`src/rtl/adsb_pkg.sv`:
```
// Shared constants and types for the ADS-B squitter decoder.
//   LONG_BITS/SHORT_BITS : extended / short squitter lengths
//   DF_LONG_MIN          : smallest downlink format carried in a long frame
//   CRC_POLY             : CRC-24 generator with the implicit x^24 dropped
//   TUSER_*              : field positions inside m00_axis_tuser
package adsb_pkg;

  localparam int unsigned LONG_BITS   = 112;
  localparam int unsigned SHORT_BITS  = 56;
  localparam int unsigned DF_LONG_MIN = 16;
  localparam int unsigned BIT_W       = $clog2(LONG_BITS);

  localparam int unsigned CRC_W = 24;
  localparam logic [CRC_W-1:0] CRC_POLY = 24'hFFF409;

  localparam int unsigned TUSER_W        = 8;
  localparam int unsigned TUSER_LONG     = 0;
  localparam int unsigned TUSER_CRC_OK   = 1;
  localparam int unsigned TUSER_VIOL_LSB = 2;
  localparam int unsigned VIOL_W         = TUSER_W - TUSER_VIOL_LSB;

  // Decoder FSM encoding
  typedef logic [1:0] state_t;
  localparam state_t ST_IDLE        = 2'd0;
  localparam state_t ST_FIRST_CHIP  = 2'd1;
  localparam state_t ST_SECOND_CHIP = 2'd2;

  // One step of the MSB-first, non-reflected CRC-24 shift register
  function automatic logic [CRC_W-1:0] crc24_step(input logic [CRC_W-1:0] crc,
                                                   input logic            din);
    logic fb;
    fb = din ^ crc[CRC_W-1];
    return {crc[CRC_W-2:0], 1'b0} ^ (fb ? CRC_POLY : '0);
  endfunction

endpackage

```
`src/rtl/adsb_frame_decoder_if.sv`:
```
// Decoded-frame AXI-Stream bundle.
//   tvalid/tready : handshake
//   tdata         : 112-bit frame, first received bit in MSB
//   tuser         : [0] long frame, [1] crc_ok, [7:2] violation count
//   tlast         : every beat is a whole frame
interface adsb_frame_decoder_if;

  logic                                  tvalid;
  logic                                  tready;
  logic [adsb_pkg::LONG_BITS-1:0]        tdata;
  logic [adsb_pkg::TUSER_W-1:0]          tuser;
  logic                                  tlast;

  modport master (output tvalid, tdata, tuser, tlast, input tready);
  modport slave  (input tvalid, tdata, tuser, tlast, output tready);

endinterface

```
`src/rtl/adsb_crc24.sv`:
```
// Bit-serial CRC-24 accumulator.
//   clk, rst   : clock, synchronous active-high reset
//   clr        : restart the remainder at zero
//   en, din    : shift one message bit in
//   crc_next_c : remainder including din, valid in the same cycle as en
module adsb_crc24
  import adsb_pkg::*;
(
  input  logic             clk,
  input  logic             rst,
  input  logic             clr,
  input  logic             en,
  input  logic             din,
  output logic [CRC_W-1:0] crc_next_c
);

  logic [CRC_W-1:0] crc;

  assign crc_next_c = crc24_step(crc, din);

  always_ff @(posedge clk) begin
    if (rst || clr) crc <= '0;
    else if (en)    crc <= crc_next_c;
  end

endmodule

```
`src/rtl/adsb_frame_decoder.sv`:
```
// PPM squitter decoder: samples each 0.5 us chip mid-period after a preamble
// trigger, picks the 56/112-bit length from the DF field, aborts frames with
// too many chip-pair violations and holds the result in a one-entry AXIS
// output register.
//   s00_axis_aclk / s00_axis_areset : clock, synchronous active-high reset
//   s00_axis_tdata, decoder_threshold : magnitude stream and slicing level
//   s00_axis_tvalid (ignored), s00_axis_tready (tied 1)
//   trigger   : preamble-detected pulse
//   m00_axis  : decoded frame stream (adsb_frame_decoder_if master)
//   frame_abort / frame_overflow : one-cycle event pulses
// Define ADSB_CRC_EN to compute crc_ok with a serial CRC-24; otherwise it is 0.
module adsb_frame_decoder
  import adsb_pkg::*;
#(
  parameter int unsigned MAG_WIDTH        = 32,
  parameter int unsigned SAMPLES_PER_CHIP = 32,
  parameter int unsigned TRIGGER_DELAY    = 3,
  parameter int unsigned MAX_ERRORS       = 4
)(
  input  logic                 s00_axis_aclk,
  input  logic                 s00_axis_areset,
  input  logic                 s00_axis_tvalid,
  input  logic [MAG_WIDTH-1:0] s00_axis_tdata,
  output logic                 s00_axis_tready,
  input  logic                 trigger,
  input  logic [MAG_WIDTH-1:0] decoder_threshold,
  adsb_frame_decoder_if.master m00_axis,
  output logic                 frame_abort,
  output logic                 frame_overflow
);

  localparam int unsigned CNT_W = $clog2(SAMPLES_PER_CHIP) + 1;
  localparam logic [CNT_W-1:0] CNT_HALF = CNT_W'(SAMPLES_PER_CHIP / 2);
  localparam logic [CNT_W-1:0] CNT_LAST = CNT_W'(SAMPLES_PER_CHIP - 1);

  logic clk, rst;
  assign clk = s00_axis_aclk;
  assign rst = s00_axis_areset;

  // Samples arrive every cycle, so input valid carries no information
  logic unused_tvalid;
  assign unused_tvalid   = s00_axis_tvalid;
  assign s00_axis_tready = 1'b1;

  state_t                 state, state_n;
  logic [CNT_W-1:0]       samp_cnt;
  logic [BIT_W-1:0]       bit_cnt;
  logic [LONG_BITS-1:0]   sr;
  logic [VIOL_W-1:0]      viol;
  logic                   first_chip;
  logic                   long_frame;

  logic                   out_valid;
  logic [LONG_BITS-1:0]   out_data;
  logic [TUSER_W-1:0]     out_user;

  logic start_c, sample_c, decode_c, abort_c, done_c;
  logic chip_c, pair_bad_c, dec_bit_c, viol_over_c, long_next_c, last_bit_c, crc_ok_c;
  logic [VIOL_W-1:0]      viol_inc_c;
  logic [LONG_BITS-1:0]   sr_next_c;

  // Chip slicing and pair decode
  assign chip_c      = s00_axis_tdata > decoder_threshold;
  assign pair_bad_c  = first_chip == chip_c;
  assign dec_bit_c   = first_chip & ~chip_c;
  assign viol_inc_c  = viol + VIOL_W'(pair_bad_c);
  assign viol_over_c = pair_bad_c && ((7'(viol) + 7'd1) > 7'(MAX_ERRORS));
  assign sr_next_c   = {sr[LONG_BITS-2:0], dec_bit_c};

  // Length is fixed once the five DF bits are in; before that assume long
  assign long_next_c = (bit_cnt == BIT_W'(4)) ? (sr_next_c[4:0] >= 5'(DF_LONG_MIN))
                                              : long_frame;
  assign last_bit_c  = bit_cnt == (long_next_c ? BIT_W'(LONG_BITS - 1)
                                               : BIT_W'(SHORT_BITS - 1));

`ifdef ADSB_CRC_EN
  logic [CRC_W-1:0] crc_next_c;

  adsb_crc24 u_crc24 (
    .clk        (clk),
    .rst        (rst),
    .clr        (start_c),
    .en         (decode_c),
    .din        (dec_bit_c),
    .crc_next_c (crc_next_c)
  );

  assign crc_ok_c = crc_next_c == '0;
`else
  assign crc_ok_c = 1'b0;
`endif

  // State register
  always_ff @(posedge clk) begin
    if (rst) state <= ST_IDLE;
    else     state <= state_n;
  end

  // Next state and per-cycle strobes
  always_comb begin
    state_n  = state;
    start_c  = 1'b0;
    sample_c = 1'b0;
    decode_c = 1'b0;
    abort_c  = 1'b0;
    done_c   = 1'b0;
    case (state)
      ST_IDLE: begin
        if (trigger) begin
          start_c = 1'b1;
          state_n = ST_FIRST_CHIP;
        end
      end
      ST_FIRST_CHIP: begin
        // Bit 0 is reached half a chip early to land mid-chip after the preamble
        if (samp_cnt == ((bit_cnt == '0) ? CNT_HALF : CNT_LAST)) begin
          sample_c = 1'b1;
          state_n  = ST_SECOND_CHIP;
        end
      end
      ST_SECOND_CHIP: begin
        if (samp_cnt == CNT_LAST) begin
          decode_c = 1'b1;
          if (viol_over_c) begin
            abort_c = 1'b1;
            state_n = ST_IDLE;
          end else if (last_bit_c) begin
            done_c  = 1'b1;
            state_n = ST_IDLE;
          end else begin
            state_n = ST_FIRST_CHIP;
          end
        end
      end
      default: state_n = ST_IDLE;
    endcase
  end

  // Counters, shift register and one-entry output register
  always_ff @(posedge clk) begin
    if (rst) begin
      samp_cnt       <= '0;
      bit_cnt        <= '0;
      sr             <= '0;
      viol           <= '0;
      first_chip     <= 1'b0;
      long_frame     <= 1'b0;
      out_valid      <= 1'b0;
      out_data       <= '0;
      out_user       <= '0;
      frame_abort    <= 1'b0;
      frame_overflow <= 1'b0;
    end else begin
      frame_abort    <= abort_c;
      frame_overflow <= 1'b0;

      if (start_c) begin
        samp_cnt   <= CNT_W'(TRIGGER_DELAY);
        bit_cnt    <= '0;
        sr         <= '0;
        viol       <= '0;
        first_chip <= 1'b0;
        long_frame <= 1'b1;
      end else if (sample_c) begin
        first_chip <= chip_c;
        samp_cnt   <= '0;
      end else if (decode_c) begin
        samp_cnt   <= '0;
        sr         <= sr_next_c;
        viol       <= viol_inc_c;
        bit_cnt    <= bit_cnt + BIT_W'(1);
        long_frame <= long_next_c;
      end else if (state != ST_IDLE) begin
        samp_cnt <= samp_cnt + CNT_W'(1);
      end

      // A completion while the held frame is stalled is dropped; one that
      // coincides with the handshake replaces it
      if (done_c) begin
        if (out_valid && !m00_axis.tready) begin
          frame_overflow <= 1'b1;
        end else begin
          out_valid <= 1'b1;
          out_data  <= long_next_c ? sr_next_c
                                   : {sr_next_c[SHORT_BITS-1:0], SHORT_BITS'(0)};
          out_user  <= {viol_inc_c, crc_ok_c, long_next_c};
        end
      end else if (out_valid && m00_axis.tready) begin
        out_valid <= 1'b0;
      end
    end
  end

  assign m00_axis.tvalid = out_valid;
  assign m00_axis.tdata  = out_data;
  assign m00_axis.tuser  = out_user;
  assign m00_axis.tlast  = 1'b1;

endmodule

```
`src/flat_wrapper.sv`:
```
// flat-port wrapper written by rule: the top's interface ports become plain ports
module adsb_frame_decoder_flat import adsb_pkg::*;
#(
  parameter int unsigned MAG_WIDTH        = 32,
  parameter int unsigned SAMPLES_PER_CHIP = 32,
  parameter int unsigned TRIGGER_DELAY    = 3,
  parameter int unsigned MAX_ERRORS       = 4
)
  (s00_axis_aclk, s00_axis_areset, s00_axis_tvalid, s00_axis_tdata, s00_axis_tready, trigger, decoder_threshold, frame_abort, frame_overflow, m00_axis_tvalid, m00_axis_tdata, m00_axis_tuser, m00_axis_tlast, m00_axis_tready);
  adsb_frame_decoder_if m00_axis_i ();
  input  logic s00_axis_aclk;
  input  logic s00_axis_areset;
  input  logic s00_axis_tvalid;
  input  logic [MAG_WIDTH-1:0] s00_axis_tdata;
  output logic s00_axis_tready;
  input  logic trigger;
  input  logic [MAG_WIDTH-1:0] decoder_threshold;
  output logic frame_abort;
  output logic frame_overflow;
  output wire logic [$bits(m00_axis_i.tvalid)-1:0] m00_axis_tvalid;
  output wire logic [$bits(m00_axis_i.tdata)-1:0] m00_axis_tdata;
  output wire logic [$bits(m00_axis_i.tuser)-1:0] m00_axis_tuser;
  output wire logic [$bits(m00_axis_i.tlast)-1:0] m00_axis_tlast;
  input wire logic [$bits(m00_axis_i.tready)-1:0] m00_axis_tready;
  assign m00_axis_tvalid = m00_axis_i.tvalid;
  assign m00_axis_tdata = m00_axis_i.tdata;
  assign m00_axis_tuser = m00_axis_i.tuser;
  assign m00_axis_tlast = m00_axis_i.tlast;
  assign m00_axis_i.tready = m00_axis_tready;
  adsb_frame_decoder #(.MAG_WIDTH(MAG_WIDTH), .SAMPLES_PER_CHIP(SAMPLES_PER_CHIP), .TRIGGER_DELAY(TRIGGER_DELAY), .MAX_ERRORS(MAX_ERRORS)) u_core (.s00_axis_aclk(s00_axis_aclk), .s00_axis_areset(s00_axis_areset), .s00_axis_tvalid(s00_axis_tvalid), .s00_axis_tdata(s00_axis_tdata), .s00_axis_tready(s00_axis_tready), .trigger(trigger), .decoder_threshold(decoder_threshold), .m00_axis(m00_axis_i), .frame_abort(frame_abort), .frame_overflow(frame_overflow));
endmodule
```
`config.mk`:
```
export PLATFORM = sky130hd
export DESIGN_NAME = adsb_frame_decoder_flat
export DESIGN_NICKNAME = d
export VERILOG_FILES = /design/src/rtl/adsb_pkg.sv /design/src/rtl/adsb_frame_decoder_if.sv /design/src/rtl/adsb_crc24.sv /design/src/rtl/adsb_frame_decoder.sv /design/src/flat_wrapper.sv
export SDC_FILE = /design/constraint.sdc
export NUM_CORES = 1
export LEC_CHECK = 0
export ABC_CLOCK_PERIOD_IN_PS = 3250
export BUFFER_PORTS_ARGS = -buffer_cell sky130_fd_sc_hd__buf_2
export CAP_MARGIN = 20
export CORE_AREA = 5 5 167 137
export DETAILED_ROUTE_END_ITERATION = 12
export DIE_AREA = 0 0 172 142
export PLACE_DENSITY = 0.75
export REMOVE_ABC_BUFFERS = 1
export SLEW_MARGIN = 15
export SYNTH_ARGS = -nofsm -noshare
export SYNTH_HDL_FRONTEND = slang
export SYNTH_SLANG_ARGS = --single-unit
```
`constraint.sdc`:
```
create_clock -name s00_axis_aclk -period 3.25 [get_ports s00_axis_aclk]
set_input_delay 0.1625 -clock s00_axis_aclk [delete_from_list [all_inputs] [get_ports s00_axis_aclk]]
set_output_delay 0.1625 -clock s00_axis_aclk [all_outputs]
set_load 0.01 [all_outputs]
```
==> run summary, run 1 <==
Post-synthesis sequential area ratio -> 49.6%
Critical Path RT -> 3660 ps
Num rows -> 48
Largest fanout on the critical path -> 30
Peak supply drop -> 371 uV
CP Capture Type -> register
Pre-antenna DRT Iters -> 4
Setup crit start kind -> primary input
Vias in the first global route -> 7831
Fillers -> 1880
Count of flip-flops with a built-in enable after synthesis -> 0
Drt via density -> 5.59
Tightest Pin Transition -> 936 ps
Post-synthesis cell type count -> 49
PwrDens -> 516 mW/mm^2
Starting density of the core -> 48.9%
DRT antenna net count -> 0
Register Area -> 0.00512 sq mm
Max cap viols -> 0
WS Path Type -> primary input to register
P_leak -> 0.00529 uW
Die area -> 0.0244 sq mm
WL/cell -> 16.2 um
Fin Clk Skew -> 12.3 ps
Min cycle time layout -> 2900 ps
Post-CTS setup buffer count -> 0
Hold Path Class -> primary input to register
Core ar. -> 0.0211 sq mm
Worst-path clk slew -> 60 ps
Maximum clock insertion buffer count -> 3
Cell area after synthesis -> 0.0103 sq mm
GP Congestion -> 0.812
Global-route wire length before repair -> 39100 um
1st-iter DRT viols -> 540
DRC Markers -> 0
Routed vias -> 8352
Syn_area_per_cell -> 9.85 sq um
Status -> finished, final reports clean
Async SR Flop Fraction -> 0%
# resized after CTS -> 0
Area Growth Syn to Fin -> 20.4%
Total detailed-routing wirelength -> 24200 um
Most frequent cells in the layout -> dfxtp_1 (256), buf_2 (188), a22o_1 (114)
Peak Freq -> 345 MHz
H-tree depth -> 1
Die W -> 172 um
Clock latency on the worst-skew pair -> 520 ps
Ports -> 194
N_diodes -> 0
Die Y -> 142 um
Slew margin rel. -> 37.6%
Initial antenna violation count -> 0
Ys Warns -> 0
CTS Buf Count -> 24
Final number of setup-violating endpoints -> 0
Worst path arrival time -> 3310 ps
CTS tree -> yes
Design Area, Final -> 0.0124 sq mm
Tcrit/Tclk final -> 89.3%
Placed cell area -> 0.0116 sq mm
HPWL after DPL -> 15800 um
# nets final -> 1308
Area of the multi-input gates -> 0.00475 sq mm
FF+latch count, synth -> 256
Post-synth top flop -> dfxtp_1
Clk sinks -> 256
TNS Setup -> 0 ps
FF-to-FF Start -> u_core.bit_cnt[0]
Total gr overflow -> 0
GR Util All Layers -> 18.9%
Commonest non-fill, non-tap cell in the layout -> dfxtp_1
Hold Path Origin -> trigger
Final max-slew violation count -> 0
Hold buffer count at CTS -> 1
RSZ-0062 raised after global routing -> no
Final Hold Fails -> 0
Root buffer cell -> clkbuf_16
Largest net degree at the start of global routing -> 93
Post-Synthesis Cells -> 1049
Share of cells above drive strength 1 -> 21.6%
Setup crit start -> decoder_threshold[30]
Port bufs -> 189
-- through the flow --
step	total power [uW]	setup slack [ps]	utilization (%)	hold slack, ps	instances
after global placement	3530	-13.0	54.8	455	1449
final	6420	348	58.8	27.9	1494
after CTS	6480	331	58.8	6.24	1494
after floorplan	3450	-5700	-	232	962
after detailed placement	3540	-107	54.8	463	1449
after global routing	6650	68.0	58.8	42.9	1494
-- synthesized netlist by cell type, drive strengths merged (2+ instances only) --
master	number	share of area, %
o2111ai	2	0.17
nand4b	2	0.17
xnor2	4	0.34
nor4	4	0.24
and4b	2	0.19
nor2b	4	0.24
o21ai	69	3.3
nor3	4	0.19
buf	24	1.3
xor2	9	0.76
a22o	114	9.7
a21o	3	0.22
a21oi	76	3.7
dfxtp	256	50
nand2b	5	0.30
conb	2	0.073
clkbuf	64	2.3
nand3b	57	4.1
inv	35	1.3
a221oi	3	0.25
ha	38	4.6
or2	2	0.12
nand3	13	0.63
nand4	12	0.73
a211oi	61	4.5
nor2	85	3.1
mux2i	57	5.5
nand2	24	0.87
-- flip-flops by register name, summed over array words and instances (netlist names) --
signal                  flops
u_core.sr                 111
u_core.frame_overflow       1
u_core.m00_axis.tuser       7
u_core.m00_axis.tdata     112
u_core.frame_abort          1
u_core.state                2
u_core.m00_axis.tvalid      1
u_core.long_frame           1
u_core.viol                 6
u_core.first_chip           1
u_core.bit_cnt              7
u_core.samp_cnt             6
-- area by class of cell --
cell class / count / area share [%]
Sequential cell: 256 / 41.2
Multi-Input combinational cell: 671 / 38.2
Timing Repair Buffer: 213 / 10.0
Clock buffer: 35 / 5.72
Tap cell: 275 / 2.77
Clock inverter: 9 / 1.08
Inverter: 35 / 1.06
-- cell families (layout without fill, tap and decap cells) --
group           after synthesis  after routing  share of synthesized area, %
compound gates              340            340                          22.8
xor+xnor                     13             13                          1.10
fa+ha+maj                    38             38                          4.60
buf+inv                     123            292                          4.86
flops                       256            256                          49.6
mux                          58             58                          5.63
other cells                   2              3                        0.0727
simple gates                219            219                          11.3
-- power breakdown --
group	switching [uW]	leakage, uW	internal (uW)
registers	9.83	0.00206	3140
clock network	1180	0.000416	1760
logic	187	0.00282	134
total	1380	0.00529	5040
-- critical path, cell delays in order --
cell      delay, ps
buf_2            70
inv_1            30
ha_1            290
nand4_1         140
or4_1           600
nor3_1          190
or3_1           130
nand2_1          50
ha_1            320
o41ai_1         110
nand3_2         170
a211oi_4        250
buf_12          230
buf_12          180
nor2_1           70
a211oi_1        280
-- path summary, 6_finish.rpt --
kind	end	slack (ps)	depth (start not counted)
worst min register to register	u_core.m00_axis.tdata[49]	470	2
worst max-delay path	u_core.m00_axis.tdata[94]	350	16
worst max register to register	u_core.m00_axis.tdata[94]	500	10
worst min-delay path	u_core.long_frame	30	3
-- metal layers --
layer | wire length, um | share of wire, % | GRT usage (%) | vias up
met5 | 0 | 0 | 0 | -
met4 | 489 | 2.0 | 4.26 | 0
met3 | 1410 | 5.8 | 3.58 | 40
met2 | 10600 | 44 | 29.2 | 219
met1 | 11600 | 48 | 27.6 | 3948
li1 | - | - | - | 4145
Note: power is estimated with default switching activity, not from simulation.
==> run 2, diff against run 1 <==
- ABC_AREA: unset -> 1
- CORE_AREA: 5 5 167 137 -> 5 5 169 139
- DIE_AREA: 0 0 172 142 -> 0 0 174 144
- RECOVER_POWER: unset -> 25
==> run summary, run 2 <==
# resized after CTS -> 0
Final Hold Fails -> 0
Count of flip-flops with a built-in enable after synthesis -> 0
Port bufs -> 189
Maximum clock insertion buffer count -> 3
Ports -> 194
WS Path Type -> primary input to register
Max cap viols -> 0
Die W -> 174 um
Critical Path End -> u_core.m00_axis.tdata[55]
FF-to-FF Start -> u_core.bit_cnt[0]
Fin Clk Skew -> 8.80 ps
Min setup slack post-route -> 871 ps
Synth area leaders -> dfxtp_1 (48%), o22ai_1 (6.6%), nand2_1 (6.2%)
H-tree depth -> 1
Hold Path Origin -> trigger
GR Util All Layers -> 19.6%
R2R Setup Slk -> 890 ps
Synth area leader -> dfxtp_1
Pre-CTS setup slack -> 331 ps
Peak Freq -> 420 MHz
Initial antenna violation count -> 0
Final max-slew violation count -> 0
Drt via density -> 5.23
TNS Setup -> 0 ps
DRC Markers -> 0
Setup crit start -> decoder_threshold[31]
GP Congestion -> 0.801
Most frequent cells in the layout -> dfxtp_1 (256), nand2_1 (172), inv_1 (167)
Root buffer cell -> clkbuf_16
Worst path most repeated cell -> nand2_1
Core ar. -> 0.0218 sq mm
Num rows -> 49
Starting density of the core -> 48.4%
Syn_area_per_cell -> 7.91 sq um
FF+latch count, synth -> 256
P_leak -> 0.00460 uW
HPWL after DPL -> 16500 um
Total gr overflow -> 0
Synth top cells by count -> dfxtp_1 (256), nand2_1 (175), inv_1 (168)
Final core occ -> 56.1%
Tightest Pin Transition -> 750 ps
Synth top area share -> 48.5%
Worst path cell trace -> buf_2, inv_1, ha_1, nand2_1, nor2_1, nand2_1, nor4_1, nand2_1, nand2_1, nand2_1, ha_1, nand2_1, nand2_2, nor2_4, buf_4, nand4_1, a21oi_1
CP Capture Type -> register
Slew margin rel. -> 50.0%
Routed vias -> 9280
Worst-path clk slew -> 60 ps
Die Y -> 144 um
1st-iter DRT viols -> 644
Largest fanout on the critical path -> 37
Async SR Flop Fraction -> 0%
Fillers -> 2077
Worst path max stage delay -> 410 ps
CTS tree -> yes
Total detailed-routing wirelength -> 25600 um
Status -> finished, final reports clean
Pre-antenna DRT Iters -> 6
CTS Buf Count -> 25
Die area -> 0.0251 sq mm
# nets final -> 1586
Vias in the first global route -> 8901
Tcrit/Tclk final -> 73.2%
Total power -> 6200 uW
DRT antenna net count -> 0
RSZ-0062 raised after global routing -> no
Critical Path RT -> 3690 ps
Post-CTS setup buffer count -> 0
Post-synth top flop -> dfxtp_1
Setup crit start kind -> primary input
Largest net degree at the start of global routing -> 79
Min cycle time layout -> 2380 ps
WL/cell -> 14.4 um
Final number of setup-violating endpoints -> 0
CP max stage cell -> buf_4
Global-route wire length before repair -> 42200 um
Peak supply drop -> 316 uV
Clk sinks -> 256
Commonest non-fill, non-tap cell in the layout -> dfxtp_1
Post-synthesis sequential area ratio -> 48.5%
Worst path arrival time -> 2820 ps
PwrDens -> 507 mW/mm^2
Most frequent cell after synthesis -> dfxtp_1
Ys Warns -> 0
Post-synthesis cell type count -> 36
Post-Synthesis Cells -> 1337
R2R cell count -> 10
Reg2reg end -> u_core.m00_axis.tdata[84]
Area Growth Syn to Fin -> 15.8%
N_diodes -> 0
Cell area after synthesis -> 0.0106 sq mm
Hold Worst Slack -> 61.7 ps
Share of cells above drive strength 1 -> 11.5%
Hold buffer count at CTS -> 0
Hold Path Class -> primary input to register
Clock latency on the worst-skew pair -> 520 ps
Number of flip-flops in the largest register -> 112
[run 2: cell types whose count changed after synthesis, sizes merged, moves of 23 or more]
cell / change
a211oi: -61
clkbuf: -23
inv: +138
nand4: +51
o22ai: +111
mux2i: -57
a22o: -114
nand3b: -55
nand2: +154
buf: +27
nor2: +73
o21ai: +64
[run 2: metal layers]
layer | global-route usage [%] | routed length (um) | up-vias
met2 | 33.1 | 11900 | 198
met3 | 3.61 | 1300 | 37
met4 | 4.08 | 439 | 0
met5 | 0 | 0 | -
li1 | - | - | 4717
met1 | 26.7 | 12000 | 4328
[run 2: report_power, final]
group          total [uW]  internal [uW]  switching, uW
sequential           3150           3140           5.67
clock                2740           1580           1160
combinational         313            104            209
total                6200           4830           1370
[run 2: cell families (layout without fill, tap and decap cells)]
logic type               Yosys count  after routing  share of synthesized area, %
flip-flops                       256            256                          48.5
XOR/XNOR                           8              8                         0.663
AND/OR/NAND/NOR                  432            432                          18.0
other                              2              3                        0.0710
adder cells (fa/ha/maj)           38             38                          4.50
buffers and inverters            267            422                          11.0
AO/OA/AOI/OAI                    334            334                          17.3
[run 2: final cells by class]
| cell class | instances | area, sq um | share of cell area [%] |
|---|---|---|---|
| multi-input combinational | 815 | 4310 | 35.2 |
| sequential | 256 | 5120 | 41.9 |
| inverter | 175 | 658 | 5.38 |
| tap | 280 | 350 | 2.86 |
| clock inverter | 5 | 56.3 | 0.460 |
| clock buffer | 36 | 707 | 5.78 |
| timing repair buffer | 206 | 1030 | 8.42 |
[run 2: stage by stage]
stage	std cells	area [sq um]
finish	1773	12200
global route	1773	12200
CTS	1773	12400
detailed placement	1732	11600
global placement	1732	11600
floorplan	1246	10100
[run 2: worst min path at each step]
stage | to | slack [ps] | cells past startpoint
6_report | u_core.samp_cnt[1] | 60 | 5
5_1_grt | u_core.samp_cnt[0] | 140 | 5
4_1_cts | u_core.samp_cnt[1] | 50 | 5
3_5_place_dp | u_core.m00_axis.tdata[26] | 450 | 2
3_3_place_gp | u_core.m00_axis.tdata[9] | 450 | 2
2_1_floorplan | u_core.m00_axis.tdata[0] | 230 | 1
[run 2: worst max-delay path, delay by kind of cell]
| kind | cells | cell delay (ps) |
|---|---|---|
| adders and majority gates | 2 | 600 |
| AOI/OAI and AO/OA | 1 | 150 |
| buffers and inverters | 3 | 520 |
| and+or+nand+nor | 11 | 1390 |
